--- config.mk ---
export PLATFORM = sky130hd
export DESIGN_NAME = door_lock_controller_flat
export DESIGN_NICKNAME = d
export VERILOG_FILES = /design/src/rtl/door_lock_controller_if.sv /design/src/rtl/door_lock_controller.sv /design/src/flat_wrapper.sv
export SDC_FILE = /design/constraint.sdc
export NUM_CORES = 1
export LEC_CHECK = 0
export ABC_AREA = 1
export CAP_MARGIN = 20
export CORE_ASPECT_RATIO = 1.5
export CORE_MARGIN = 2
export CORE_UTILIZATION = 45
export DETAILED_ROUTE_END_ITERATION = 6
export PLACE_DENSITY = 0.68
export SLEW_MARGIN = 10
export SYNTH_ARGS = -nofsm -noshare
export SYNTH_HDL_FRONTEND = slang
export SYNTH_SLANG_ARGS = --single-unit
--- constraint.sdc ---
create_clock -name clk -period 4.44 [get_ports clk]
set_input_delay 1.11 -clock clk [delete_from_list [all_inputs] [get_ports clk]]
set_output_delay 1.11 -clock clk [all_outputs]
set_load 0.02 [all_outputs]
--- src/rtl/door_lock_controller_if.sv ---
// door_lock_controller_if: keypad-side inputs and actuator-side outputs of the door lock controller.
// Latency: none (plain wires). Backpressure: none, all keypad signals are one-cycle strobes.
// Ports: master = keypad scanner / supervisor, slave = door_lock_controller.
interface door_lock_controller_if;
  logic       switch;      // 1 = armed, 0 = program mode
  logic       key_valid;   // strobe: key_digit valid
  logic [3:0] key_digit;   // BCD digit, 10..15 dropped
  logic       key_enter;   // strobe: submit entry
  logic       key_clear;   // strobe: discard entry
  logic       unlock;      // door open pulse
  logic       fail;        // strobe on wrong code
  logic       locked_out;  // high during lockout
  logic       alarm;       // alarm drive
  logic [1:0] fail_cnt;    // consecutive failures
  logic [2:0] digit_cnt;   // digits buffered

  modport master (
    output switch, key_valid, key_digit, key_enter, key_clear,
    input  unlock, fail, locked_out, alarm, fail_cnt, digit_cnt
  );

  modport slave (
    input  switch, key_valid, key_digit, key_enter, key_clear,
    output unlock, fail, locked_out, alarm, fail_cnt, digit_cnt
  );
endinterface

--- src/rtl/door_lock_controller.sv ---
// door_lock_controller: collects keypad digits, checks them against a stored code, drives a timed unlock,
// counts failures into a timed lockout, and reprograms the code while disarmed.
// Latency: key_enter at N -> verdict at N+1 -> unlock/locked_out from N+2. No backpressure: keys arriving
// outside IDLE/ENTRY are dropped.
// Ports: clk, rst_n (async, active-low), bus (slave modport of door_lock_controller_if).
// Optional: define DOOR_ALARM_EN to drive alarm during lockout and alongside each fail pulse; otherwise alarm=0.
module door_lock_controller #(
  parameter int                  DIGITS         = 4,
  parameter logic [4*DIGITS-1:0] DEFAULT_CODE   = 16'h1473,
  parameter int                  MAX_FAIL       = 3,
  parameter int                  UNLOCK_CYCLES  = 50,
  parameter int                  LOCKOUT_CYCLES = 200
) (
  input  logic                  clk,
  input  logic                  rst_n,
  door_lock_controller_if.slave bus
);
  localparam int CW   = 4 * DIGITS;
  localparam int TMAX = (UNLOCK_CYCLES > LOCKOUT_CYCLES) ? UNLOCK_CYCLES : LOCKOUT_CYCLES;
  localparam int TW   = $clog2(TMAX + 1);
  // Timer is loaded with N-1 and the state exits on zero, giving exactly N cycles.
  localparam logic [TW-1:0] T_UNLOCK = TW'(UNLOCK_CYCLES - 1);
  localparam logic [TW-1:0] T_LOCK   = TW'(LOCKOUT_CYCLES - 1);
  localparam logic [2:0]    CNT_FULL = 3'(DIGITS);
  localparam logic [1:0]    FAIL_MAX = 2'(MAX_FAIL);

  typedef enum logic [2:0] {IDLE, ENTRY, CHECK, OPEN, PROG, LOCKOUT} state_t;

  state_t        state, state_nxt;
  logic [CW-1:0] code, code_nxt;
  logic [CW-1:0] entry, entry_nxt;
  logic [2:0]    digit_cnt, digit_cnt_nxt;
  logic [1:0]    fail_cnt, fail_cnt_nxt, fail_inc;
  logic [TW-1:0] timer, timer_nxt;
  logic          digit_ok, code_match, fail_pulse;

  assign digit_ok   = bus.key_valid && (bus.key_digit <= 4'd9) && (digit_cnt < CNT_FULL);
  assign code_match = (digit_cnt == CNT_FULL) && (entry == code);
  assign fail_inc   = (fail_cnt == FAIL_MAX) ? fail_cnt : fail_cnt + 2'd1;

  always_ff @(posedge clk or negedge rst_n) begin
    if (!rst_n) begin
      state     <= IDLE;
      code      <= DEFAULT_CODE;
      entry     <= '0;
      digit_cnt <= '0;
      fail_cnt  <= '0;
      timer     <= '0;
    end else begin
      state     <= state_nxt;
      code      <= code_nxt;
      entry     <= entry_nxt;
      digit_cnt <= digit_cnt_nxt;
      fail_cnt  <= fail_cnt_nxt;
      timer     <= timer_nxt;
    end
  end

  always_comb begin
    state_nxt     = state;
    code_nxt      = code;
    entry_nxt     = entry;
    digit_cnt_nxt = digit_cnt;
    fail_cnt_nxt  = fail_cnt;
    timer_nxt     = timer;
    fail_pulse    = 1'b0;
    case (state)
      IDLE, ENTRY: begin
        if (bus.key_clear) begin
          entry_nxt     = '0;
          digit_cnt_nxt = '0;
          state_nxt     = IDLE;
        end else begin
          if (digit_ok) begin
            entry_nxt     = {entry[CW-5:0], bus.key_digit};
            digit_cnt_nxt = digit_cnt + 3'd1;
            state_nxt     = ENTRY;
          end
          // A same-cycle digit lands in the buffer on this edge, so CHECK/PROG already sees it.
          // Enter with nothing buffered and no digit this cycle is a no-op.
          if (bus.key_enter && (digit_ok || state == ENTRY)) begin
            state_nxt = bus.switch ? CHECK : PROG;
          end
        end
      end
      CHECK: begin
        entry_nxt     = '0;
        digit_cnt_nxt = '0;
        if (code_match) begin
          state_nxt    = OPEN;
          timer_nxt    = T_UNLOCK;
          fail_cnt_nxt = '0;
        end else begin
          fail_pulse   = 1'b1;
          fail_cnt_nxt = fail_inc;
          if (fail_inc == FAIL_MAX) begin
            state_nxt = LOCKOUT;
            timer_nxt = T_LOCK;
          end else begin
            state_nxt = IDLE;
          end
        end
      end
      OPEN: begin
        if (timer == '0) state_nxt = IDLE;
        else             timer_nxt = timer - TW'(1);
      end
      PROG: begin
        if (digit_cnt == CNT_FULL) code_nxt = entry;
        entry_nxt     = '0;
        digit_cnt_nxt = '0;
        fail_cnt_nxt  = '0;
        state_nxt     = IDLE;
      end
      LOCKOUT: begin
        // fail_cnt stays at its saturated value for the whole lockout.
        if (timer == '0) begin
          state_nxt    = IDLE;
          fail_cnt_nxt = '0;
        end else begin
          timer_nxt = timer - TW'(1);
        end
      end
      default: state_nxt = IDLE;
    endcase
  end

  // Outputs decode straight from state so reset clears them asynchronously.
  assign bus.unlock     = (state == OPEN);
  assign bus.locked_out = (state == LOCKOUT);
  assign bus.fail       = fail_pulse;
  assign bus.fail_cnt   = fail_cnt;
  assign bus.digit_cnt  = digit_cnt;

`ifdef DOOR_ALARM_EN
  assign bus.alarm = (state == LOCKOUT) || fail_pulse;
`else
  assign bus.alarm = 1'b0;
`endif
endmodule

--- src/flat_wrapper.sv ---
// flat-port wrapper written by rule: the top's interface ports become plain ports
module door_lock_controller_flat 
#(
  parameter int                  DIGITS         = 4,
  parameter logic [4*DIGITS-1:0] DEFAULT_CODE   = 16'h1473,
  parameter int                  MAX_FAIL       = 3,
  parameter int                  UNLOCK_CYCLES  = 50,
  parameter int                  LOCKOUT_CYCLES = 200
)
  (clk, rst_n, bus_switch, bus_key_valid, bus_key_digit, bus_key_enter, bus_key_clear, bus_unlock, bus_fail, bus_locked_out, bus_alarm, bus_fail_cnt, bus_digit_cnt);
  door_lock_controller_if bus_i ();
  input  logic clk;
  input  logic rst_n;
  input wire logic [$bits(bus_i.switch)-1:0] bus_switch;
  input wire logic [$bits(bus_i.key_valid)-1:0] bus_key_valid;
  input wire logic [$bits(bus_i.key_digit)-1:0] bus_key_digit;
  input wire logic [$bits(bus_i.key_enter)-1:0] bus_key_enter;
  input wire logic [$bits(bus_i.key_clear)-1:0] bus_key_clear;
  output wire logic [$bits(bus_i.unlock)-1:0] bus_unlock;
  output wire logic [$bits(bus_i.fail)-1:0] bus_fail;
  output wire logic [$bits(bus_i.locked_out)-1:0] bus_locked_out;
  output wire logic [$bits(bus_i.alarm)-1:0] bus_alarm;
  output wire logic [$bits(bus_i.fail_cnt)-1:0] bus_fail_cnt;
  output wire logic [$bits(bus_i.digit_cnt)-1:0] bus_digit_cnt;
  assign bus_i.switch = bus_switch;
  assign bus_i.key_valid = bus_key_valid;
  assign bus_i.key_digit = bus_key_digit;
  assign bus_i.key_enter = bus_key_enter;
  assign bus_i.key_clear = bus_key_clear;
  assign bus_unlock = bus_i.unlock;
  assign bus_fail = bus_i.fail;
  assign bus_locked_out = bus_i.locked_out;
  assign bus_alarm = bus_i.alarm;
  assign bus_fail_cnt = bus_i.fail_cnt;
  assign bus_digit_cnt = bus_i.digit_cnt;
  door_lock_controller #(.DIGITS(DIGITS), .DEFAULT_CODE(DEFAULT_CODE), .MAX_FAIL(MAX_FAIL), .UNLOCK_CYCLES(UNLOCK_CYCLES), .LOCKOUT_CYCLES(LOCKOUT_CYCLES)) u_core (.clk(clk), .rst_n(rst_n), .bus(bus_i));
endmodule
Word level (Yosys, flattened, before mapping)
Cells that the tools add are included.
{"block": "totals", "register_bits": 48, "out_inout_bits": 9}
{"block": "op_classes", "add_sub_neg": 3, "order_cmp": 2, "n_eq_ne": 15, "mux": 24, "reduce_logical": 18}
{"cell": "$mux 16", "n": 2}
{"cell": "$pmux 16 s2", "n": 1}
{"cell": "$mux 3", "n": 9}
{"cell": "$mux 8", "n": 3}
{"cell": "$eq 16x16->1", "n": 1}
{"cell": "$pmux 8 s2", "n": 1}
{"cell": "$eq 3x3->1 const B", "n": 3}
{"cell": "$pmux 3 s3", "n": 1}
{"cell": "$logic_not 8->1", "n": 1}
{"cell": "$reduce_and 2->1", "n": 4}
{"cell": "$sub 8x1->8 const B", "n": 1}
{"cell": "$eq 3x2->1 const B", "n": 2}
{"cell": "$mux 2", "n": 3}
{"cell": "$pmux 2 s3", "n": 1}
{"cell": "$pmux 3 s2", "n": 1}
{"cell": "$reduce_or 2->1", "n": 3}
{"cell": "$eq 2x2->1 const B", "n": 2}
{"cell": "$le 4x4->1 const B", "n": 1}
{"cell": "$logic_and 1x1->1", "n": 4}
{"cell": "$ne 2x1->1 const B", "n": 2}
{"cell": "$ne 4x2->1 const B", "n": 1}
{"cell": "$reduce_bool 2->1", "n": 2}
{"cell": "$add 3x1->3 const B", "n": 1}
{"cell": "$eq 3x1->1 const B", "n": 1}
{"cell": "other kinds (10)", "n": 11}

Depth between registers and ports, before layout
Gate-level depths: netlist of run 1.
{"block": "depth", "ltp_word": 8, "mapped_depth": 11, "ltp_nobuf": 11}

Least setup slack after synthesis of run 1
Ideal clock, no wire load.
{"block": "synth_path", "path_kind": "reg2out", "from": "reg u_core.digit_cnt[0], in the netlist u_core.bus.digit_cnt[0]", "to": "out bus_fail", "arrival_ps": 1383, "required_ps": 3330, "path_slack_ps": 1947, "path_stages_with_launch": 10, "path_buffers": 0, "cell_sequence": "dfrtp_1 inv_1 ha_1 nand2_1 a21oi_1 nand3_1 nor2_1 nand3_1 nand2_1 inv_1"}
{"block": "synth_between", "elab_chain_len": 4}
{"element": "from (decl)", "line_no": "door_lock_controller.sv:32", "text": "logic [2:0] digit_cnt, digit_cnt_nxt;"}
{"element": "from (signal assigned)", "line_no": "door_lock_controller.sv:53", "text": "digit_cnt <= digit_cnt_nxt;"}
{"element": "$eq 3x3->1", "line_no": "door_lock_controller.sv:38", "text": "assign code_match = (digit_cnt == CNT_FULL) && (entry == code);"}
{"element": "$logic_and 1x1->1", "line_no": "door_lock_controller.sv:38"}
{"element": "$mux 1", "line_no": "door_lock_controller.sv:89", "text": "if (code_match) begin"}
{"element": "$mux 1", "line_no": "door_lock_controller.sv:67", "text": "case (state)"}
{"element": "to (decl)", "line_no": "flat_wrapper.sv:20", "text": "output wire logic [$bits(bus_i.fail)-1:0] bus_fail;"}
Every way passes these cells.

Final worst setup path of run 1
Ends and elaborated chain as after synthesis.

==> key figures, run 1 <==
Yosys
  – Main area contributors after synthesis: dfrtp_1, nand2_1, dfstp_2, inv_1, o22ai_2
  – Number of synthesized flops with an enable pin: 0
  – Avg Cell Area, Syn: 8.32 sq um
  – Netlist Area Pre-Place: 2640 sq um
  – Count leader, synth: nand2_1
  – Synth cell types: 34
  – Synth top area share: 38.9%
  – Cells after Synth: 317
  – Largest area contributor in the netlist: dfrtp_1
  – Post-synth top flop: dfrtp_1
  – Synth warnings: 0
  – Synth cell count leaders: nand2_1, dfrtp_1, inv_1
  – Flops & latches, synth: 48
  – Register area share after synthesis: 45.9%
  – Async S/R FF share, synth: 100%
  – Post-Syn Nets: 331

STA
  – Final setup TNS: 0 ns
  – Slew headroom: 65.0%
  – Tcrit/Tclk final: 75.0%
  – Least-Margin Pin Slew: 0.524 ns
  – Clock Skews: 0.0116 ns
  – Min Tclk post-route: 3.33 ns
  – Endpoints failing hold: 0
  – FMAX: 300 MHz
  – Unrepaired setup endpoints after global routing: false
  – Final Max Tran Viols: 0
  – Finish-stage setup viols: 0

Critical path
  – Critical path capture point type: output port
  – Critical path type: reg2out
  – Critical path arrival: 2.22 ns
  – CP delay by family, top: buffers and inverters
  – Critical path peak fanout: 5
  – Worst path cell trace: inv_1, ha_1, nand2_1, a21oi_1, nand3_1, nor2_1, nand3_1, nand2_1, inv_1, clkdlybuf4s50_1
  – Worst Setup Start Kind: register
  – Critical path's slowest cell: clkdlybuf4s50_1
  – Crit-path max cell delay: 0.52 ns
  – Buf/Inv on CP: 3
  – Worst Path Required: 3.33 ns

Layout
  – Layout cells sized above 1: 12.8%
  – Final net count: 349
  – Utilization after layout: 51.5%
  – N_diodes: 0
  – Layout area overhead: 12.0%

CTS
  – Post-CTS setup repair buffer count: 0
  – Post_cts resized: 0
  – Sinks on the clock net: 48
  – CTS tree: done
  – Root Driver: clkbuf_8
  – Clock latency on the worst-skew pair: 0.29 ns
  – TritonCTS Buffers: 5
  – Reg clk slew, reported paths: 0.09 ns
  – CTS Hold Bufs: 0
  – H-tree levels: 2
  – Max Root-Sink Buffers: 2

Pwr
  – Psw: 0.000704 W
  – Worst VDD drop: 0.345 mV
  – Switching share of total power: 42.9%
  – Clock power share: 15.0%
  – Pleak: 1.31 nW
  – Power share of the combinational group: 45.5%
  – Seq pwr share: 39.5%
  – Pwr dens: 555 nW/um^2
  – Cell Int Power: 0.000937 W

Global routing
  – GRT overflow: 0
  – Initial antenna violation count: 0
  – Via count of the first global-routing pass: 2002
  – Largest net degree at the start of global routing: 49
  – First-pass GRT wire length: 8.71 mm
  – Overall global routing resource usage: 17.3%

Routing
  – Router iterations before antenna repair: 4
  – DRC: 0
  – DR vias: 2058
  – Total wire length: 5.07 mm
  – Routed wire per std cell: 12.4 microns
  – Via/cell ratio: 5.04
  – Routed Antenna Nets: 0
  – Initial DRC Count: 92

Floorplan
  – Die Y: 97.8 microns
  – Core box area: 5740 sq um
  – # rows: 34
  – Initial Util: 45.9%
  – I/O pin cnt: 19
  – Die area: 6500 sq um
  – Die width: 66.5 microns

Placement
  – Port bufs: 17
  – Dpl hpwl: 3.70 mm
  – Placer congestion estimate: 0.772

Worst hold path
  – Worst Hold Class: reg2reg

Run status
  – Status: finished clean

Flow run
  – Max Cap Viol: 0
[kinds of logic (layout without fill, tap and decap cells)]
logic type / Yosys count / after routing / synth area share (%)
AOI/OAI and AO/OA: 49 / 49 / 13.0
xor gates and xnor gates: 9 / 9 / 2.99
adders and majority gates: 4 / 4 / 1.90
buffers and inverters: 51 / 70 / 8.30
DFF: 48 / 48 / 45.9
other: 1 / 1 / 0.142
and+or+nand+nor: 155 / 155 / 27.8
[power by group through the flow]
stage | logic, W | registers (W) | clock network [W]
floorplan | 0.000580 | 0.000660 | 0
global placement | 0.000737 | 0.000653 | 0
detailed placement | 0.000750 | 0.000656 | 0
CTS | 0.000753 | 0.000647 | 0.000256
global route | 0.000845 | 0.000664 | 0.000272
finish | 0.000747 | 0.000648 | 0.000246
[path summary, 6_finish.rpt]
path	from	end	slack [ns]	cells past startpoint
setup reg to reg	u_core.bus.digit_cnt[0]	u_core.timer[5]	2.38	10
min in group asynchronous	rst_n	u_core.timer[0]	0.70	1
hold reg to reg	u_core.code[12]	u_core.code[12]	0.50	2
setup / recovery	u_core.bus.digit_cnt[0]	bus_fail	1.11	10
max in group asynchronous	rst_n	u_core.code[4]	3.18	2
hold / removal	u_core.code[12]	u_core.code[12]	0.50	2
[per-layer routing]
layer  vias to the layer above  wire (microns)  track usage (%)
met4                         0             124             7.06
met2                        20            2730             30.6
li1                       1057               -                -
met5                         -               0                0
met1                       971            2130             19.8
met3                        10              90             3.23
[worst min-delay path, cell delays in order (launching register included)]
cell	delay (ns)
dfstp_2	0.38
nand2_1	0.05
o21ai_0	0.07
[through the flow]
step | hold WS [ns] | cell area, sq um | total power, W | setup WS (ns) | cells
5_1_grt | 0.538 | 2960 | 0.00178 | 0.880 | 408
3_5_place_dp | 0.493 | 2840 | 0.00141 | 1.42 | 398
6_report | 0.504 | 2960 | 0.00164 | 1.11 | 408
3_3_place_gp | 0.484 | 2840 | 0.00139 | 1.45 | 398
2_1_floorplan | 0.470 | 2640 | 0.00124 | 1.95 | 317
4_1_cts | 0.505 | 2920 | 0.00166 | 1.08 | 406
[flip-flops by register name, summed over array words and instances, names as in the netlist]
signal                cells
u_core.bus.digit_cnt      3
u_core.code              16
u_core.entry             16
u_core.bus.fail_cnt       2
u_core.state              3
u_core.timer              8
[area by class of cell]
type | count | area [sq um]
timing repair buffer | 19 | 200
inverter | 43 | 166
sequential | 48 | 1210
multi-input combinational | 218 | 1210
fill | 550 | 2790
tap | 72 | 90.1
clock buffer | 8 | 80.1
[cell usage in the layout (no fill, tap or decap), types with 2 or more instances in the layout]
cell              n
inv_1            39
clkdlybuf4s50_1  16
nor2_4            2
o22ai_2          10
a21oi_1           5
nand2_4           4
dfstp_2           7
clkbuf_1          3
dfrtp_1          41
clkbuf_8          5
ha_1              4
inv_2             3
nand2_1          88
nand3_1          19
nand2_2           2
nand4_1          10
xnor2_1           6
xor2_1            3
o21ai_0          24
nor3_1            2
nor2_1           20
o21ai_1           4
o22ai_1           3
nor3_4            2
nand3_2           2
No activity file was read; power rests on OpenSTA's default activity.
==> run 2: changes to the inputs <==
--- a/config.mk
+++ b/config.mk
@@ -11,7 +11,7 @@
 export CORE_MARGIN = 2
 export CORE_UTILIZATION = 45
 export DETAILED_ROUTE_END_ITERATION = 6
-export PLACE_DENSITY = 0.68
+export PLACE_DENSITY = 0.7
 export SLEW_MARGIN = 10
 export SYNTH_ARGS = -nofsm -noshare
 export SYNTH_HDL_FRONTEND = slang
==> constraint.sdc (replaced) <==
create_clock -name clk -period 3 [get_ports clk]
set_input_delay 0.75 -clock clk [delete_from_list [all_inputs] [get_ports clk]]
set_output_delay 0.75 -clock clk [all_outputs]
set_load 0.02 [all_outputs]
==> run 2 against run 1 <==
Utilization up 1.2 points; global-route usage up 0.59 points; power up 66%; largest cell class is now multi-input gates; sequential power up 48%; largest power group unchanged; worst setup slack worse by 0.89 ns.
==> key figures, run 2 (synthesis gave the netlist of run 1 again) <==
Routing
  – Routed wire per std cell: 12.9 microns
  – DR vias: 2058
  – DRC: 0
  – Routed Antenna Nets: 0
  – Via/cell ratio: 5.03
  – Initial DRC Count: 99
  – Router iterations before antenna repair: 4
  – Total wire length: 5.26 mm

STA
  – FMAX: 360 MHz
  – Tcrit/Tclk final: 92.7%
  – Final setup TNS: 0 ns
  – Clock Skews: 0.00885 ns
  – Finish-stage setup viols: 0
  – Unrepaired setup endpoints after global routing: false
  – Endpoints failing hold: 0
  – Least-Margin Pin Slew: 0.548 ns
  – Slew headroom: 63.4%
  – Min Tclk post-route: 2.78 ns
  – Hold slack: 0.391 ns
  – Final Max Tran Viols: 0
  – PnR worst setup slack: 0.219 ns

CTS
  – Post-CTS setup repair buffer count: 0
  – Reg clk slew, reported paths: 0.09 ns
  – TritonCTS Buffers: 5
  – Max Root-Sink Buffers: 2
  – H-tree levels: 2
  – CTS tree: done
  – Root Driver: clkbuf_8
  – Clock latency on the worst-skew pair: 0.31 ns
  – Sinks on the clock net: 48
  – CTS Hold Bufs: 0

Layout
  – N_diodes: 0
  – Final net count: 350
  – Layout cells sized above 1: 14.2%
  – Register Area: 1210 sq um
  – Most frequent cells in the layout: nand2_1, dfrtp_1, inv_1
  – Multi-input gate area: 1210 sq um
  – Layout area overhead: 14.7%
  – Fill cell count: 546
  – Finished Layout Cells: 409
  – Top flop regs: u_core.code (16), u_core.entry (16), u_core.timer (8)
  – Most common library cell in the layout ignoring fill and taps: nand2_1

Floorplan
  – Core box area: 5740 sq um
  – Die width: 66.5 microns
  – Die area: 6500 sq um
  – Initial Util: 45.9%
  – I/O pin cnt: 19
  – # rows: 34
  – Die Y: 97.8 microns

Critical path
  – R2R Setup Slk: 0.83 ns
  – Critical path arrival: 2.03 ns
  – R2R depth: 10
  – Worst Path Required: 2.25 ns
  – Critical path peak fanout: 5
  – RR Startpoint: u_core.bus.digit_cnt[0]
  – Critical path capture point type: output port
  – Critical path type: reg2out
  – Reg-to-reg endpoint: u_core.timer[1]
  – Worst Setup Start Kind: register

Pwr
  – Tot Pwr: 0.00272 W
  – Cell Int Power: 0.00163 W
  – Switching share of total power: 39.8%
  – Power share of the combinational group: 41.2%
  – Pleak: 1.35 nW
  – Pwr dens: 898 nW/um^2
  – Clock power share: 23.5%
  – Worst VDD drop: 0.458 mV
  – Psw: 0.00108 W
  – Seq pwr share: 35.3%

Global routing
  – Largest net degree at the start of global routing: 33
  – GRT overflow: 0
  – First-pass GRT wire length: 8.94 mm
  – Overall global routing resource usage: 17.8%
  – Via count of the first global-routing pass: 2078
  – Initial antenna violation count: 0

Run status
  – Status: finished clean

Placement
  – Port bufs: 17
  – Dpl hpwl: 3.82 mm
  – # placed instances: 401
  – DP Worst Slack: 0.353 ns
  – Placer congestion estimate: 0.794

Flow run
  – Max Cap Viol: 0

Worst hold path
  – Worst Hold Class: in2async
==> run 2: changes by cell type in the layout (fill, tap and decap cells not counted) <==
cell             change
bufinv_16            +3
dlygate4sd2_1        +1
buf_8                -1
buf_4                +3
clkdlybuf4s50_1      -1
nand3_1              -1
clkbuf_1             -3
buf_12               -1
nand3_2              +1
==> run 2: layout make-up <==
cell class	count	share of cell area (%)
clock buffer	5	2.27
clock inverter	3	2.98
inverter	43	5.50
multi-input combinational	218	40.1
sequential	48	40.0
tap	72	2.98
timing repair buffer	20	6.16
==> run 2: metrics by stage <==
stage                     instance area (sq um)  util (%)
after global routing                       3030      52.7
after global placement                     2860      49.8
after CTS                                  3020      52.6
after detailed placement                   2860      49.8
final                                      3030      52.7
after floorplan                            2640         -
==> run 2: worst max-delay path by stage <==
stage	startpoint	end	slack, ns	cells past startpoint
floorplan	u_core.bus.digit_cnt[0]	bus_fail	0.87	9
global placement	u_core.bus.digit_cnt[0]	bus_fail	0.40	10
detailed placement	u_core.bus.digit_cnt[0]	bus_fail	0.35	10
CTS	u_core.bus.digit_cnt[0]	bus_fail	0.17	10
global route	u_core.bus.digit_cnt[1]	bus_fail	0.02	10
finish	u_core.bus.digit_cnt[0]	bus_fail	0.22	10
==> run 2: power groups by stage <==
stage,combinational [W],sequential (W),clock [W]
after detailed placement,0.00112,0.000971,0
final,0.00112,0.000959,0.000638
after floorplan,0.000858,0.000977,0
after CTS,0.00112,0.000957,0.000650
after global placement,0.00110,0.000964,0
after global routing,0.00125,0.000981,0.000685
==> run 2: worst max-delay path: stages (launching register included) <==
cell           delay (ns)
dfrtp_1              0.40
inv_1                0.10
ha_1                 0.17
nand2_1              0.06
a21oi_1              0.17
nand3_1              0.10
nor2_1               0.16
nand3_2              0.13
nand2_1              0.08
inv_1                0.04
dlygate4sd2_1        0.31
==> run 2: repair_timing <==
action	4_1_cts	5_1_grt
gates resized for setup	1	1
cloned	0	0
endpoints found under the setup margin	1	1
==> run 2: layer usage <==
layer | GRT usage [%] | routed length (microns) | vias up
met5 | 0 | 0 | -
li1 | - | - | 1052
met3 | 3.57 | 128 | 11
met4 | 6.75 | 100 | 0
met2 | 32.4 | 2830 | 33
met1 | 19.9 | 2200 | 962
==> run 3: changes to the inputs <==
--- a/config.mk
+++ b/config.mk
@@ -8,7 +8,6 @@
 export ABC_AREA = 1
 export CAP_MARGIN = 20
 export CORE_ASPECT_RATIO = 1.5
-export CORE_MARGIN = 2
 export CORE_UTILIZATION = 45
 export DETAILED_ROUTE_END_ITERATION = 6
 export PLACE_DENSITY = 0.7
==> run 3 against run 2 <==
Clock power decreased by 38%; sequential cell count unchanged; global-route usage up 0.80 points; die area decreased by 5.0%; largest cell class is now sequential cells; final area down 2.7%; count of clock-buffer cells in the layout rose by 1.
==> key figures, run 3 (synthesis gave the netlist of run 1 again) <==
Critical path
  – Critical path capture point type: output port
  – Worst Setup Start Kind: register
  – Critical path peak fanout: 5
  – Critical path arrival: 2.03 ns
  – Worst Path Required: 2.25 ns
  – Critical path type: reg2out

Layout
  – Most frequent cells in the layout: nand2_1, dfrtp_1, inv_1
  – Fill cell count: 516
  – Layout area overhead: 11.6%
  – Multi-input gate area: 1210 sq um
  – Final net count: 349
  – Most common library cell in the layout ignoring fill and taps: nand2_1
  – N_diodes: 0
  – Register Area: 1210 sq um
  – Fin area: 2940 sq um
  – Layout cells sized above 1: 13.7%
  – Top flop regs: u_core.code (16), u_core.entry (16), u_core.timer (8)

CTS
  – Clock latency on the worst-skew pair: 0.30 ns
  – Sinks on the clock net: 48
  – H-tree levels: 2
  – Root Driver: clkbuf_8
  – TritonCTS Buffers: 5
  – CTS tree: done
  – CTS Hold Bufs: 0
  – Post-CTS setup repair buffer count: 0
  – Max Root-Sink Buffers: 2
  – Reg clk slew, reported paths: 0.09 ns

STA
  – Least-Margin Pin Slew: 0.549 ns
  – Unrepaired setup endpoints after global routing: false
  – Slew headroom: 63.3%
  – Clock Skews: 0.00496 ns
  – Finish-stage setup viols: 0
  – Tcrit/Tclk final: 92.7%
  – FMAX: 360 MHz
  – Final Max Tran Viols: 0
  – Min Tclk post-route: 2.78 ns
  – Endpoints failing hold: 0
  – Final setup TNS: 0 ns

Worst hold path
  – Worst Hold Class: in2async

Pwr
  – Pleak: 1.32 nW
  – Worst VDD drop: 0.591 mV
  – Clock power share: 16.0%
  – Pwr dens: 835 nW/um^2
  – Cell Int Power: 0.00140 W
  – Seq pwr share: 38.9%
  – Power share of the combinational group: 45.0%
  – Switching share of total power: 43.0%
  – Psw: 0.00106 W

Floorplan
  – Core box area: 5570 sq um
  – Die Y: 95.8 microns
  – I/O pin cnt: 19
  – # rows: 33
  – Die area: 6180 sq um
  – Die width: 64.5 microns
  – Initial Util: 47.3%

Global routing
  – Largest net degree at the start of global routing: 33
  – Via count of the first global-routing pass: 1950
  – GRT overflow: 0
  – First-pass GRT wire length: 8.72 mm
  – Initial antenna violation count: 0
  – Overall global routing resource usage: 18.6%

Routing
  – Routed Antenna Nets: 0
  – DR vias: 2031
  – Initial DRC Count: 90
  – Via/cell ratio: 5.00
  – Total wire length: 5.15 mm
  – Router iterations before antenna repair: 4
  – Routed wire per std cell: 12.7 microns
  – DRC: 0

Placement
  – Placer congestion estimate: 0.796
  – DP Area: 2850 sq um
  – Dpl hpwl: 3.74 mm
  – Port bufs: 17

Flow run
  – Max Cap Viol: 0

Run status
  – Status: finished clean
-- run 3: through the flow --
stage | cells | hold slack [ns] | setup slack, ns | util [%] | power, W
6_report | 406 | 0.380 | 0.219 | 52.8 | 0.00246
2_1_floorplan | 317 | 0.454 | 0.867 | - | 0.00184
3_5_place_dp | 398 | 0.489 | 0.336 | 51.2 | 0.00208
4_1_cts | 406 | 0.390 | 0.208 | 52.8 | 0.00248
3_3_place_gp | 398 | 0.482 | 0.388 | 51.2 | 0.00205
5_1_grt | 406 | 0.402 | 0.0554 | 52.8 | 0.00267
-- run 3: layer usage --
| metal | vias to the layer above | track usage, % | wire length [microns] |
|---|---|---|---|
| met2 | 23 | 34.4 | 2740 |
| met4 | 0 | 7.41 | 91 |
| met1 | 946 | 21.3 | 2240 |
| li1 | 1054 | - | - |
| met3 | 8 | 2.84 | 80 |
| met5 | - | 0 | 0 |
-- run 3: power by group through the flow --
stage	logic, W	registers (W)	clock network (W)
after floorplan	0.000858	0.000977	0
after detailed placement	0.00111	0.000969	0
final	0.00111	0.000957	0.000395
after CTS	0.00112	0.000956	0.000411
after global routing	0.00126	0.000980	0.000435
after global placement	0.00109	0.000963	0
-- run 3: worst paths after layout --
path                                          from              end  slack (ns)  cells after the start
setup / recovery           u_core.bus.digit_cnt[0]         bus_fail        0.22                     10
hold / removal                               rst_n  u_core.timer[3]        0.38                      1
setup reg to reg           u_core.bus.digit_cnt[0]  u_core.timer[2]        0.91                     10
hold reg to reg                     u_core.code[0]   u_core.code[0]        0.50                      2
max in group asynchronous                    rst_n   u_core.code[1]        1.82                      2
min in group clk                    u_core.code[0]   u_core.code[0]        0.50                      2
-- run 3: area by class of cell --
type,count,area share [%]
sequential,48,41.1
inverter,43,5.65
clock inverter,2,0.340
clock buffer,6,2.80
tap,70,2.97
timing repair buffer,19,6.08
multi-input combinational,218,41.1
-- run 3: repair_timing --
action                                 in CTS  in global routing
gates resized for setup                     1                  0
setup endpoints to repair                   1                  0
endpoints found under the hold margin       0                  0
-- run 3: worst max-delay path: stages, from the launching register on --
cell and delay, ns:
dfrtp_1 0.40, inv_1 0.10, ha_1 0.18, nand2_1 0.06, a21oi_1 0.12, nand3_1 0.09
nor2_1 0.15, nand3_1 0.17, nand2_1 0.10, inv_1 0.05, dlygate4sd2_1 0.31
==> edit 1 (flow settings as in run 2) <==
Encoding of `state_t`: now Gray code (3 bits for 6 states).
--- a/src/rtl/door_lock_controller.sv
+++ b/src/rtl/door_lock_controller.sv
@@ -24,7 +24,7 @@
   localparam logic [2:0]    CNT_FULL = 3'(DIGITS);
   localparam logic [1:0]    FAIL_MAX = 2'(MAX_FAIL);
 
-  typedef enum logic [2:0] {IDLE, ENTRY, CHECK, OPEN, PROG, LOCKOUT} state_t;
+  typedef enum logic [2:0] {IDLE = 3'b000, ENTRY = 3'b001, CHECK = 3'b011, OPEN = 3'b010, PROG = 3'b110, LOCKOUT = 3'b111} state_t;
 
   state_t        state, state_nxt;
   logic [CW-1:0] code, code_nxt;
Function: no difference found for any inputs over 10 cycles, from zero or initial values and one cycle with rst_n low; not proved beyond that.
==> edit 1 against run 2 <==
- count of clock-buffer cells in the layout up 1
- design area is 3.5% lower
- combinational power is 4% lower
- routed wire length about the same
- sequential cell count did not move
- setup slack gained 0.20 ns
- critical endpoint unchanged
- power decreased by 10%
- area after synthesis fell by 1.7%
==> edit 1: results <==
export IMPL_outcome="finished, final reports clean"
export IMPL_drive_above_1_share=0.1180
export IMPL_critPathMaxStageDelay_ns=0.40
export IMPL_io_buffers=17
export IMPL_crit_family="simple AND/OR/NAND/NOR gates"
export IMPL_clk_latency_ns=0.30
export IMPL_dp_hpwl_mm=3.948
export IMPL_crit_fanout=7
export IMPL_clockBufferDepth=2
export IMPL_antenna_found_initial=0
export IMPL_p_leak_nw=1.403
export IMPL_pre_cts_slack_ns=0.3731
export IMPL_post_synth_main_area_contributors="dfrtp_1 40%, nand2_1 15%, inv_1 8.0%, dfstp_2 7.1%, o21ai_0 5.2%"
export IMPL_grt_first_pass_wirelength_mm=9.466
export IMPL_slew_violations=0
export IMPL_grtUsageTotal=0.1876
export IMPL_fp_dieW_um=65.99
export IMPL_synth_cell_types=32
export IMPL_gp_congestion=0.8978
export IMPL_vias=2120
export IMPL_synth_fp_nets=348
export IMPL_hold_path_class="input port to async pin"
export IMPL_dr_pass1_iters=4
export IMPL_clock_skew_ns=0.009131
export IMPL_largestRegisters="u_core.code (16), u_core.entry (16), u_core.timer (8)"
export IMPL_worst_slew_pin_slew_ns=0.5831
export IMPL_fin_nets=369
export IMPL_wl_per_cell_um=12.33
export IMPL_ys_async_sr_fraction=1.000
export IMPL_numCtsBuffers=5
export IMPL_grt_overflow_total=0
export IMPL_diodes=0
export IMPL_avgSynthCellArea_um2=7.766
export IMPL_dpl_cell_count=418
export IMPL_ys_seq_area_frac=0.4665
export IMPL_crit_slowest_cell="dfrtp_1"
export IMPL_synthFlopType="dfrtp_1"
export IMPL_yosys_warnings=0
export IMPL_fillCellCount=556
export IMPL_synthTopCellsByCount="102 x nand2_1, 55 x inv_1, 41 x dfrtp_1, 27 x o21ai_0, 24 x nor2_1"
export IMPL_viasPerCell=4.977
export IMPL_h_tree_depth=2
export IMPL_clk_pin_slew_worst_paths_ns=0.09
export IMPL_grt_max_degree=33
export IMPL_cts_resized=0
export IMPL_drt_iter0_markers=80
export IMPL_clk_root_buffer_cell="clkbuf_8"
export IMPL_post_cts_setup_buffers=0
export IMPL_ir_drop_mv=0.4559
edit 1: logic make-up (layout without fill, tap and decap cells):
kind of cell	after synthesis	count (layout)	share of synthesized area
DFF	48	48	0.4665
and+or+nand+nor	162	162	0.2750
adders and majority gates	4	4	0.01930
xor gates and xnor gates	4	4	0.01351
buffers and inverters	65	87	0.1085
AOI/OAI and AO/OA	50	50	0.1158
other	1	1	0.001446
edit 1: per-stage QoR:
stage               area (um^2)  power, mW
finish                     2920      2.436
global route               2920      2.648
CTS                        2913      2.456
detailed placement         2815      2.037
global placement           2815      2.014
floorplan                  2594      1.770
edit 1: final timing paths:
check                                         from              end  slack (ns)  depth (start not counted)
max                        u_core.bus.digit_cnt[0]         bus_fail        0.42                         10
min                                          rst_n  u_core.timer[2]        0.44                          1
max reg2reg                u_core.bus.digit_cnt[0]  u_core.timer[5]        1.16                         12
min reg2reg                        u_core.code[12]  u_core.code[12]        0.51                          2
max in group asynchronous                    rst_n   u_core.code[1]        1.88                          2
min in group clk                   u_core.code[12]  u_core.code[12]        0.51                          2
edit 1: cell type report:
class | instances | share of cell area
well taps | 70 | 0.02999
flip-flops and latches | 48 | 0.4143
repair buffers | 21 | 0.06770
clock buffers | 6 | 0.02828
inverters | 58 | 0.07541
clock inverters | 2 | 0.005141
multi-input cells | 221 | 0.3792
edit 1: routing by layer:
metal	track usage	vias to the layer above	wire [um]
met1	0.2199	1000	2189
met2	0.3341	31	2820
li1	-	1077	-
met5	0	-	0
met3	0.02907	12	135
met4	0.07221	0	108
edit 1: power breakdown:
group	switching (mW)	total, mW	internal [mW]
clock network	0.220	0.407	0.187
logic	0.687	1.08	0.393
registers	0.131	0.949	0.819
==> edit 2 (config.mk and constraints of run 2) <==
Made on the original files. Add a define of `DOOR_ALARM_EN`.
--- a/src/rtl/door_lock_controller.sv
+++ b/src/rtl/door_lock_controller.sv
@@ -4,6 +4,8 @@
 // outside IDLE/ENTRY are dropped.
 // Ports: clk, rst_n (async, active-low), bus (slave modport of door_lock_controller_if).
 // Optional: define DOOR_ALARM_EN to drive alarm during lockout and alongside each fail pulse; otherwise alarm=0.
+`define DOOR_ALARM_EN
+
 module door_lock_controller #(
   parameter int                  DIGITS         = 4,
   parameter logic [4*DIGITS-1:0] DEFAULT_CODE   = 16'h1473,
Behaviour: not the same (Yosys sat finds a counterexample within 4 cycles, from zero or initial values and one cycle with rst_n low).
==> edit 2 against run 2 <==
- setup slack gained 0.025 ns
- via count grew 16%
- design area grew 4.0%
- sequential cell count is the same
- fmax grew 0.91%
- area after synthesis grew 6.3%
- utilization shrank 1.0 points
- routed wire length grew 11%
- largest cell class unchanged
- critical path depth grew 2
- power shrank 23%
- count of clock-buffer cells in the layout grew 2
==> edit 2: results <==
export IMPL_synth_xor_area_frac=0.006250
export IMPL_worst_r2r_setup_slack_ns=0.93
export IMPL_ys_seq_area_frac=0.4317
export IMPL_dr_wl_met3_um=123
export IMPL_io_buffers=18
export IMPL_synth_cell_types=31
export IMPL_drive_above_1_share=0.1179
export IMPL_ff2ff_path_depth=12
export IMPL_fillCellCount=625
export IMPL_synth_fp_nets=400
export IMPL_met2_wirelength_mm=3.065
export IMPL_grt_max_degree=34
export IMPL_vias=2390
export IMPL_wl_met1_mm=2.518
export IMPL_outcome="finished, final reports clean"
export IMPL_grt_first_pass_wirelength_mm=10.35
export IMPL_synthTopCellsByCount="143 x nand2_1, 54 x inv_1, 41 x dfrtp_1, 33 x nor2_1, 29 x o21ai_0"
export IMPL_gp_congestion=0.8291
export IMPL_worst_slew_pin_slew_ns=0.9312
export IMPL_holdWs_ns=0.3611
export IMPL_crit_fanout=4
export IMPL_p_switching_mw=0.8473
export IMPL_dp_hpwl_mm=4.406
export IMPL_grtUsageTotal=0.1962
export IMPL_ir_drop_mv=0.2738
export IMPL_post_synth_main_area_contributors="dfrtp_1 37%, nand2_1 19%, inv_1 7.2%, dfstp_2 6.6%, o21ai_0 5.2%"
export IMPL_drt_iter0_markers=82
export IMPL_rr_endpoint="u_core.timer[0]"
==> edit 2: layout make-up <==
type                            instances  area (um^2)  share of cell area
Inverter                               61        231.5             0.07359
Multi-Input combinational cell        271         1338              0.4252
Tap cell                               74        92.59             0.02944
Timing Repair Buffer                   19        180.2             0.05728
Sequential cell                        48         1210              0.3846
Clock buffer                            7        86.33             0.02745
Clock inverter                          1        7.507            0.002387
==> edit 2: kinds of logic after synthesis <==
logic type	count (synthesis)
AND/OR/NAND/NOR	218
flip-flops	48
AO/OA/AOI/OAI	47
adder cells (fa/ha/maj)	4
XOR/XNOR	2
buffers and inverters	67
==> edit 2: worst reg2reg max path, delay by kind of cell (launching register included) <==
kind / cells / cell delay (ns)
buf+inv: 2 / 0.20
simple gates: 9 / 1.27
flops: 1 / 0.40
fa+ha+maj: 1 / 0.15
==> edit 2: metal layers <==
metal / GRT usage / vias up
met1: 0.2244 / 1101
met4: 0.08308 / 0
met5: 0 / -
li1: - / 1249
met2: 0.3476 / 27
met3: 0.03240 / 13
==> edit 2: worst max-delay path by stage <==
stage                                 start   endpoint  cells after the start  slack, ns
floorplan           u_core.bus.digit_cnt[0]  bus_alarm                     11       0.75
global placement    u_core.bus.digit_cnt[0]  bus_alarm                     12       0.32
detailed placement  u_core.bus.digit_cnt[0]  bus_alarm                     12       0.29
CTS                 u_core.bus.digit_cnt[0]  bus_alarm                     12       0.17
global route        u_core.bus.digit_cnt[0]  bus_alarm                     12       0.05
finish              u_core.bus.digit_cnt[0]  bus_alarm                     12       0.24
==> edit 2: per-stage QoR <==
stage	instances	utilization	area, um^2
final	481	0.5168	3146
after global routing	481	0.5168	3146
after CTS	481	0.5151	3136
after detailed placement	473	0.5001	3044
after global placement	473	0.5001	3044
after floorplan	386	-	2803
==> edit 2: repair_timing <==
item | CTS | global route
hold endpoints to repair | 0 | 0
resized for setup | 2 | 3
setup endpoints to repair | 2 | 2
pin swaps | 0 | 0
==> edit 2: power groups by stage <==
stage | Combinational (mW) | Sequential, mW | Clock [mW]
2_1_floorplan | 0.611 | 0.870 | 0
3_3_place_gp | 0.830 | 0.859 | 0
3_5_place_dp | 0.841 | 0.864 | 0
4_1_cts | 0.843 | 0.851 | 0.421
5_1_grt | 0.971 | 0.868 | 0.445
6_report | 0.844 | 0.851 | 0.406
